--- src/rtl/dm_arbiter_pkg.sv ---
// Shared definitions for the dm arbiter: FSM state encoding, port indices
// and a small one-hot helper.
package dm_arbiter_pkg;

    typedef enum logic [1:0] {
        IDLE   = 2'd0,
        ACCESS = 2'd1,
        DONE   = 2'd2
    } state_t;

    localparam logic PORT_CPU = 1'b0;
    localparam logic PORT_DMA = 1'b1;

    function automatic logic [1:0] port_onehot(input logic idx);
        return idx ? 2'b10 : 2'b01;
    endfunction

endpackage

--- src/rtl/dm_arb_rr.sv ---
// Combinational two-way round-robin picker: a lone requester wins outright,
// a tie goes to the port that was not served last.
module dm_arb_rr
    import dm_arbiter_pkg::*;
(
    input  logic [1:0] req,
    input  logic       last_grant,
    output logic       grant_valid,
    output logic       grant_idx
);

    always_comb begin
        grant_valid = |req;
        grant_idx   = PORT_CPU;
        if (&req)
            grant_idx = ~last_grant;
        else if (req[1])
            grant_idx = PORT_DMA;
    end

endmodule

--- src/rtl/dm_arbiter.sv ---
// Two-port round-robin arbiter in front of the single-ported data memory.
// Optional access timeout is enabled by defining DM_ARB_TIMEOUT_EN.
module dm_arbiter #(
    parameter int ADDR_W         = 32,
    parameter int DATA_W         = 32,
    parameter int TIMEOUT_CYCLES = 16
) (
    input  logic              clk,
    input  logic              rst,
    input  logic              req0,
    input  logic              we0,
    input  logic [ADDR_W-1:0] addr0,
    input  logic [DATA_W-1:0] wdata0,
    output logic [DATA_W-1:0] rdata0,
    output logic              ack0,
    output logic              err0,
    input  logic              req1,
    input  logic              we1,
    input  logic [ADDR_W-1:0] addr1,
    input  logic [DATA_W-1:0] wdata1,
    output logic [DATA_W-1:0] rdata1,
    output logic              ack1,
    output logic              err1,
    output logic [ADDR_W-1:0] mem_addr,
    output logic              mem_rd,
    output logic              mem_wr,
    output logic [DATA_W-1:0] mem_wdata,
    input  logic [DATA_W-1:0] mem_rdata,
    input  logic              mem_ready
);
    import dm_arbiter_pkg::*;

    state_t state;
    logic   gnt;
    logic   last_grant;
    logic   grant_valid;
    logic   grant_idx;
    logic   timeout_hit;

    dm_arb_rr u_rr (
        .req         ({req1, req0}),
        .last_grant  (last_grant),
        .grant_valid (grant_valid),
        .grant_idx   (grant_idx)
    );

`ifdef DM_ARB_TIMEOUT_EN
    localparam int CNT_W = $clog2(TIMEOUT_CYCLES + 1);
    logic [CNT_W-1:0] cnt;

    // cnt is 0 in the first strobe cycle, so the give-up decision lands on the
    // TIMEOUT_CYCLES-th strobe cycle and the ack follows one edge later.
    always_ff @(posedge clk) begin
        if (rst || state != ACCESS)
            cnt <= '0;
        else
            cnt <= cnt + 1'b1;
    end

    assign timeout_hit = (state == ACCESS) && (cnt == CNT_W'(TIMEOUT_CYCLES - 1));
`else
    assign timeout_hit = 1'b0;
`endif

    always_ff @(posedge clk) begin
        if (rst) begin
            state      <= IDLE;
            gnt        <= PORT_CPU;
            last_grant <= PORT_DMA;
            mem_addr   <= '0;
            mem_wdata  <= '0;
            mem_rd     <= 1'b0;
            mem_wr     <= 1'b0;
            ack0       <= 1'b0;
            ack1       <= 1'b0;
            err0       <= 1'b0;
            err1       <= 1'b0;
            rdata0     <= '0;
            rdata1     <= '0;
        end else begin
            ack0 <= 1'b0;
            ack1 <= 1'b0;
            err0 <= 1'b0;
            err1 <= 1'b0;
            case (state)
                IDLE: begin
                    if (grant_valid) begin
                        gnt   <= grant_idx;
                        state <= ACCESS;
                        if (grant_idx == PORT_DMA) begin
                            mem_addr  <= addr1;
                            mem_wdata <= wdata1;
                            mem_rd    <= ~we1;
                            mem_wr    <= we1;
                        end else begin
                            mem_addr  <= addr0;
                            mem_wdata <= wdata0;
                            mem_rd    <= ~we0;
                            mem_wr    <= we0;
                        end
                    end
                end
                ACCESS: begin
                    // err mirrors a missing ready, which only a timeout can produce
                    if (mem_ready || timeout_hit) begin
                        mem_rd     <= 1'b0;
                        mem_wr     <= 1'b0;
                        last_grant <= gnt;
                        state      <= DONE;
                        if (gnt == PORT_DMA) begin
                            ack1 <= 1'b1;
                            err1 <= ~mem_ready;
                            if (!mem_ready)
                                rdata1 <= '0;
                            else if (mem_rd)
                                rdata1 <= mem_rdata;
                        end else begin
                            ack0 <= 1'b1;
                            err0 <= ~mem_ready;
                            if (!mem_ready)
                                rdata0 <= '0;
                            else if (mem_rd)
                                rdata0 <= mem_rdata;
                        end
                    end
                end
                DONE: begin
                    // dm drops ready one edge after the strobe; granting earlier
                    // would see the previous access's ready.
                    if (!mem_ready)
                        state <= IDLE;
                end
                default: state <= IDLE;
            endcase
        end
    end

endmodule

--- config.mk ---
export PLATFORM = sky130hd
export DESIGN_NAME = dm_arbiter
export DESIGN_NICKNAME = d
export VERILOG_FILES = /design/src/rtl/dm_arbiter_pkg.sv /design/src/rtl/dm_arb_rr.sv /design/src/rtl/dm_arbiter.sv
export SDC_FILE = /design/constraint.sdc
export NUM_CORES = 1
export LEC_CHECK = 0
export ABC_AREA = 0
export CORE_MARGIN = 2
export CORE_UTILIZATION = 36
export DETAILED_ROUTE_END_ITERATION = 10
export PLACE_DENSITY = 0.75
export SLEW_MARGIN = 20
export SYNTH_ARGS = -nofsm -noshare
export SYNTH_HDL_FRONTEND = slang
export SYNTH_SLANG_ARGS = --single-unit
--- constraint.sdc ---
create_clock -name clk -period 1.7 [get_ports clk]
set_clock_uncertainty 0.05 [all_clocks]
set_input_delay 0.51 -clock clk [delete_from_list [all_inputs] [get_ports clk]]
set_output_delay 0.51 -clock clk [all_outputs]
set_load 0.01 [all_outputs]
* Word level (Yosys, flattened, before mapping)
Cells that the tools add are included.
** Storage, ports and cells
- Flip-flop bits (word level) :: 138
- Bits of input ports :: 167
- Output and inout bits :: 134
** Cells by class
- Equality and inequality tests :: 5
- Muxes and demuxes :: 17
- Bitwise gates (word level) :: 6
- Reductions and logical operators :: 13
** Operators with widths (number)
- $mux W32 :: 2
- $mux W1 :: 9
- $reduce_and A4 Y1 :: 2
- $reduce_or A4 Y1 :: 2
- $mux W2 :: 3
- $ne A2 B2 Y1 const B :: 3
- $not A1 Y1 :: 6
- $pmux W2 S3 :: 1
- $reduce_and A2 Y1 :: 3
- $reduce_and A3 Y1 :: 2
- $pmux W1 S2 :: 2
- $reduce_or A3 Y1 :: 1
- $eq A2 B1 Y1 const B :: 1
- $eq A2 B2 Y1 const B :: 1
- $logic_not A2 Y1 :: 1
- $reduce_bool A2 Y1 :: 1
- $reduce_or A2 Y1 :: 1

* Depth between registers and ports, before layout
- Word-level depth :: 5
- Gate-level depth with buffers :: 7
- Mapped depth without buffers :: 3

* Cells and area by module
From an unflattened synthesis, not the netlist that was laid out.
** Second synthesis, totals
- Cells, all modules :: 575
- Area total of the unflattened synthesis :: 5604.1 um^2
** By module, submodules not included
- dm_arbiter :: instances 1, cells an instance 573, area each 5590.4 um^2, sequential area each 2762.6 um^2
- dm_arb_rr :: instances 1, cells an instance 2, area each 13.8 um^2, sequential area each 0.0 um^2

* Worst setup path after synthesis
Ideal clock, no wire load.
- Kind :: input port to flip-flop
- Start point :: input port req1
- End point :: register mem_addr[10]
- Arrival time :: 1.508 ns
- Slack :: 0.060 ns
- Cell stages on the path :: 7
- Path buffers :: 4
- Cell sequence :: or2_1 -> buf_2 -> and2_1 -> clkbuf_1 -> buf_6 -> buf_6 -> a211oi_2
** On the way
- Longest elaborated chain between the ends :: 3
- Elaborated cells on any way between the ends :: 6
- Those cells by class :: mux: 3; reduce/logical: 3
** RTL lines
- start, declared :: line dm_arbiter.sv:17 : input logic req1,
- $mux W1 or $reduce_and A2 Y1 (tied branches) :: line dm_arb_rr.sv:17, dm_arb_rr.sv:15
- $mux W1 :: line dm_arb_rr.sv:15 : if (&req)
- $mux W32 :: line dm_arbiter.sv:90 : if (grant_idx == PORT_DMA) begin
- end signal, assigned :: line dm_arbiter.sv:91 : mem_addr <= addr1;
- end signal, assigned :: line dm_arbiter.sv:96 : mem_addr <= addr0;
- end, declared :: line dm_arbiter.sv:24 : output logic [ADDR_W-1:0] mem_addr,
Several ways; a longest one is shown, not always the timed one.
A chain may end at the register's enable or synchronous reset.

* Final worst setup path
- Start point :: register mem_wdata[27]
- End point :: output port mem_wdata[27]
** RTL lines
- start, declared :: line dm_arbiter.sv:27 : output logic [DATA_W-1:0] mem_wdata,
- start signal, assigned :: line dm_arbiter.sv:92 : mem_wdata <= wdata1;
- start signal, assigned :: line dm_arbiter.sv:97 : mem_wdata <= wdata0;
No word-level cell between the ends.

==> summary by stage <==
Final layout
The antenna cell count is 0. The count of cells in the finished layout, fillers not included, comes to 1149. Relative to the synthesized area, the layout overhead comes to 67.3%. After filler insertion, the fill cell instance count of the layout stands at 1426. The final-stage net count is 1089. The share of post-route cells with drive strength above 1 is 0.128.

Clocking
For the worst-skew pair, the clock arrives at the later sink with an insertion delay of 0.41 ns. The clock sink count is 138. The number of buffers inserted by hold repair at cts is 0. CTS built an H-tree with a depth of 4. Counting the buffers created by CTS gives 17. The post-CTS clock slew at the launch and capture registers of the worst setup and hold paths is 0.06 ns. The TritonCTS clock tree is built. The tree is rooted in a clkbuf_16.

The number of buffers on the longest clock path is 2.

Setup path
The highest net fanout along the worst path is 2. The largest stage delay on the critical path is 0.36 ns. The cell family with the largest share of critical-path delay is flip-flops. For the worst setup path, the data arrival time is 1.11 ns.

For the worst setup path, the data required time is 1.14 ns. The kind of end point of the critical path is an output port. The critical setup path kind is reg -> out. The cell with the largest stage delay on the worst path is dfxtp_1. The critical path buffer and inverter count is 1.

The critical path goes through dlygate4sd2_1. The worst setup path is launched from a flop.

STA
Setup violations remaining at the end of the flow were counted as 0. The hold violation total from the final report was 0. Setup repair after global routing left no endpoint under its margin. The minimum clock period is 1.67 ns. Based on the critical path, the design can be clocked at up to 599 MHz. The final critical-path share of the clock period is 0.981. The final number of max-transition violations is 0.

Detailed routing
The first routing iteration left 258 violations. The average routed wire per standard cell is 17.5 um. Summed over all layers, the routed wires come to 20100 um. The number of optimization iterations in the first detailed-route pass is 5. The final route contains 5900 vias. In the routed design, unresolved DRC markers number 0.

The remaining number of nets flagged by the antenna check after routing is 0. The mean number of vias per cell is 5.13.

Outcome
The flow ran to the end, and the final reports show no timing, DRC or antenna violations.

Yosys
The proportion of register bits with asynchronous set or reset after synthesis is 0. The top flip-flop cell by instance count after synthesis is dfxtp_1. Of the total synthesized cell area, the portion taken by full adders, half adders and majority gates is 0. The number of synthesized flops with an enable pin is 0.

The number of warning messages in the yosys log is 0. After synthesis, the mean cell area works out to 9.39 sq um. The largest family of logic cells by synthesized area is compound AO/OA/AOI/OAI gates. By count the netlist is led by dfxtp_1 (138), a21oi_1 (130), mux2i_1 (64), nand3_1 (64), clkbuf_1 (44). Of the total synthesized cell area, the portion taken by XOR and XNOR cells is 0.00149. The share of synthesized area in the top cell type comes to 0.469. The synthesized netlist occupies a cell area of 5890 sq um. The post-synthesis mux area share is 0.111. The number of flip-flops and latches in the synthesized netlist is 138.

The library cell occupying the most area in the post-synthesis netlist is dfxtp_1. Yosys attributes the largest share of cell area to dfxtp_1 (47%), a21oi_1 (11%), mux2i_1 (11%). After synthesis, the netlist uses 37 different library cells. The compound-gate portion of the synthesized area is 0.285.

Of the total synthesized cell area, the portion taken by AND, OR, NAND and NOR gates is 0.0710. The sequential cell area fraction in the yosys report is 0.469. In the synthesized netlist, the number of instances is 627. In the post-synthesis netlist, the cell with the most instances is dfxtp_1.

Run
Max-cap violations in this run came to 0.

Floorplan
The floorplan step defined a die boundary enclosing 17400 sq um. Row generation in the floorplan step produced 46 rows. The die boundary height is 132 um. For this configuration, the core starts out at a cell density of 0.369. The core area is 15900 sq um. For this design the top-level I/O count stands at 301.

The horizontal die dimension is 132 um.

Power and ir drop
The total power after layout is 9.28 mW. The analysis attributes to cell leakage a power of 4.09 nW. Power spread over the standard cell area amounts to 942 nW/um^2.

The worst-case vdd ir drop is 694 uV.

GRT
The first global-routing pass estimated 31900 um of wire. Summed over all layers, the global routing overflow is 0. The number of antenna violations at the first check in global routing came to 0. The maximum number of pins on one net before global-route repair is 66. For this run, the total global-route usage over all layers was measured as 0.229. The via count of the first global-routing pass is 5862.

Placed design
The count of buffers inserted at the top-level ports is 300. In this run, placement finished with an instance count of 1111. Routability-driven placement finished with a final weighted congestion of 0.835.

The post-detailed-placement half-perimeter wirelength is 14100 um.

Hold path
The class of the most critical hold timing path is in -> reg.
-- sequential cells by signal, summed over array words and instances, names as in the netlist, 2 cells and up --
| signal | flops |
|---|---|
| mem_addr | 32 |
| mem_wdata | 32 |
| rdata0 | 32 |
| rdata1 | 32 |
| state | 2 |
-- layout make-up --
type	instances	area, sq um	share of cell area
clock buffers	23	488	0.0495
multi-input cells	413	2780	0.282
well taps	216	270	0.0274
repair buffers	349	3420	0.348
clock inverters	7	115	0.0117
flip-flops and latches	138	2760	0.281
inverters	3	11.3	0.00114
-- metal layers --
layer | track usage | vias to the layer above | share of wire
met2 | 0.377 | 198 | 0.49
met5 | 0 | - | 0
met1 | 0.277 | 2759 | 0.41
met3 | 0.0692 | 44 | 0.060
li1 | - | 2899 | -
met4 | 0.0966 | 0 | 0.033
-- path summary, 6_finish.rpt --
check	startpoint	endpoint	slack, ns	cells past startpoint
worst max-delay path	mem_wdata[27]	mem_wdata[27]	0.03	1
worst min-delay path	rst	mem_addr[1]	0.36	2
worst min register to register	rdata1[29]	rdata1[29]	0.42	2
worst max register to register	last_grant	mem_wdata[25]	0.16	7
-- metrics by stage --
| step | worst slack, ns | area, sq um | util | hold slack, ns | setup TNS [ns] |
|---|---|---|---|---|---|
| 2_1_floorplan | 0.0605 | 5890 | - | 0.424 | 0 |
| 3_3_place_gp | -0.446 | 9290 | 0.583 | 0.410 | -42.01 |
| 3_5_place_dp | -0.496 | 9290 | 0.583 | 0.416 | -44.25 |
| 4_1_cts | 0.0137 | 9850 | 0.618 | 0.344 | 0 |
| 5_1_grt | 0.00298 | 9850 | 0.618 | 0.357 | 0 |
| 6_report | 0.0318 | 9850 | 0.618 | 0.361 | 0 |
-- cells by family after synthesis --
family          Yosys count
compound gates          266
simple gates             79
xor+xnor                  1
flops                   138
other cells               1
mux                      65
buf+inv                  77
-- report_power, final --
part           internal, mW  switching [mW]  total, mW
registers              3.46           0.127       3.59
logic                  1.02           0.908       1.92
clock network          2.44            1.33       3.77
-- cell usage in the layout (no fill, tap or decap), drive strengths merged, types with 24 or more instances in the layout --
| cell | n |
|---|---|
| clkdlybuf4s50 | 163 |
| dfxtp | 138 |
| dlygate4sd2 | 135 |
| a21oi | 130 |
| nand3 | 64 |
| mux2i | 64 |
| o21ai | 64 |
| a211oi | 64 |
| buf | 48 |
| clkbuf | 24 |
-- timing repair --
action / 4_1_cts / 5_1_grt
pin swaps: 1 / 0
buffers inserted: 6 / 0
setup endpoints to repair: 159 / 1
resized for setup: 139 / 1
gates cloned: 2 / 0
endpoints found under the hold margin: 0 / 0
No activity file was read; power rests on OpenSTA's default activity.
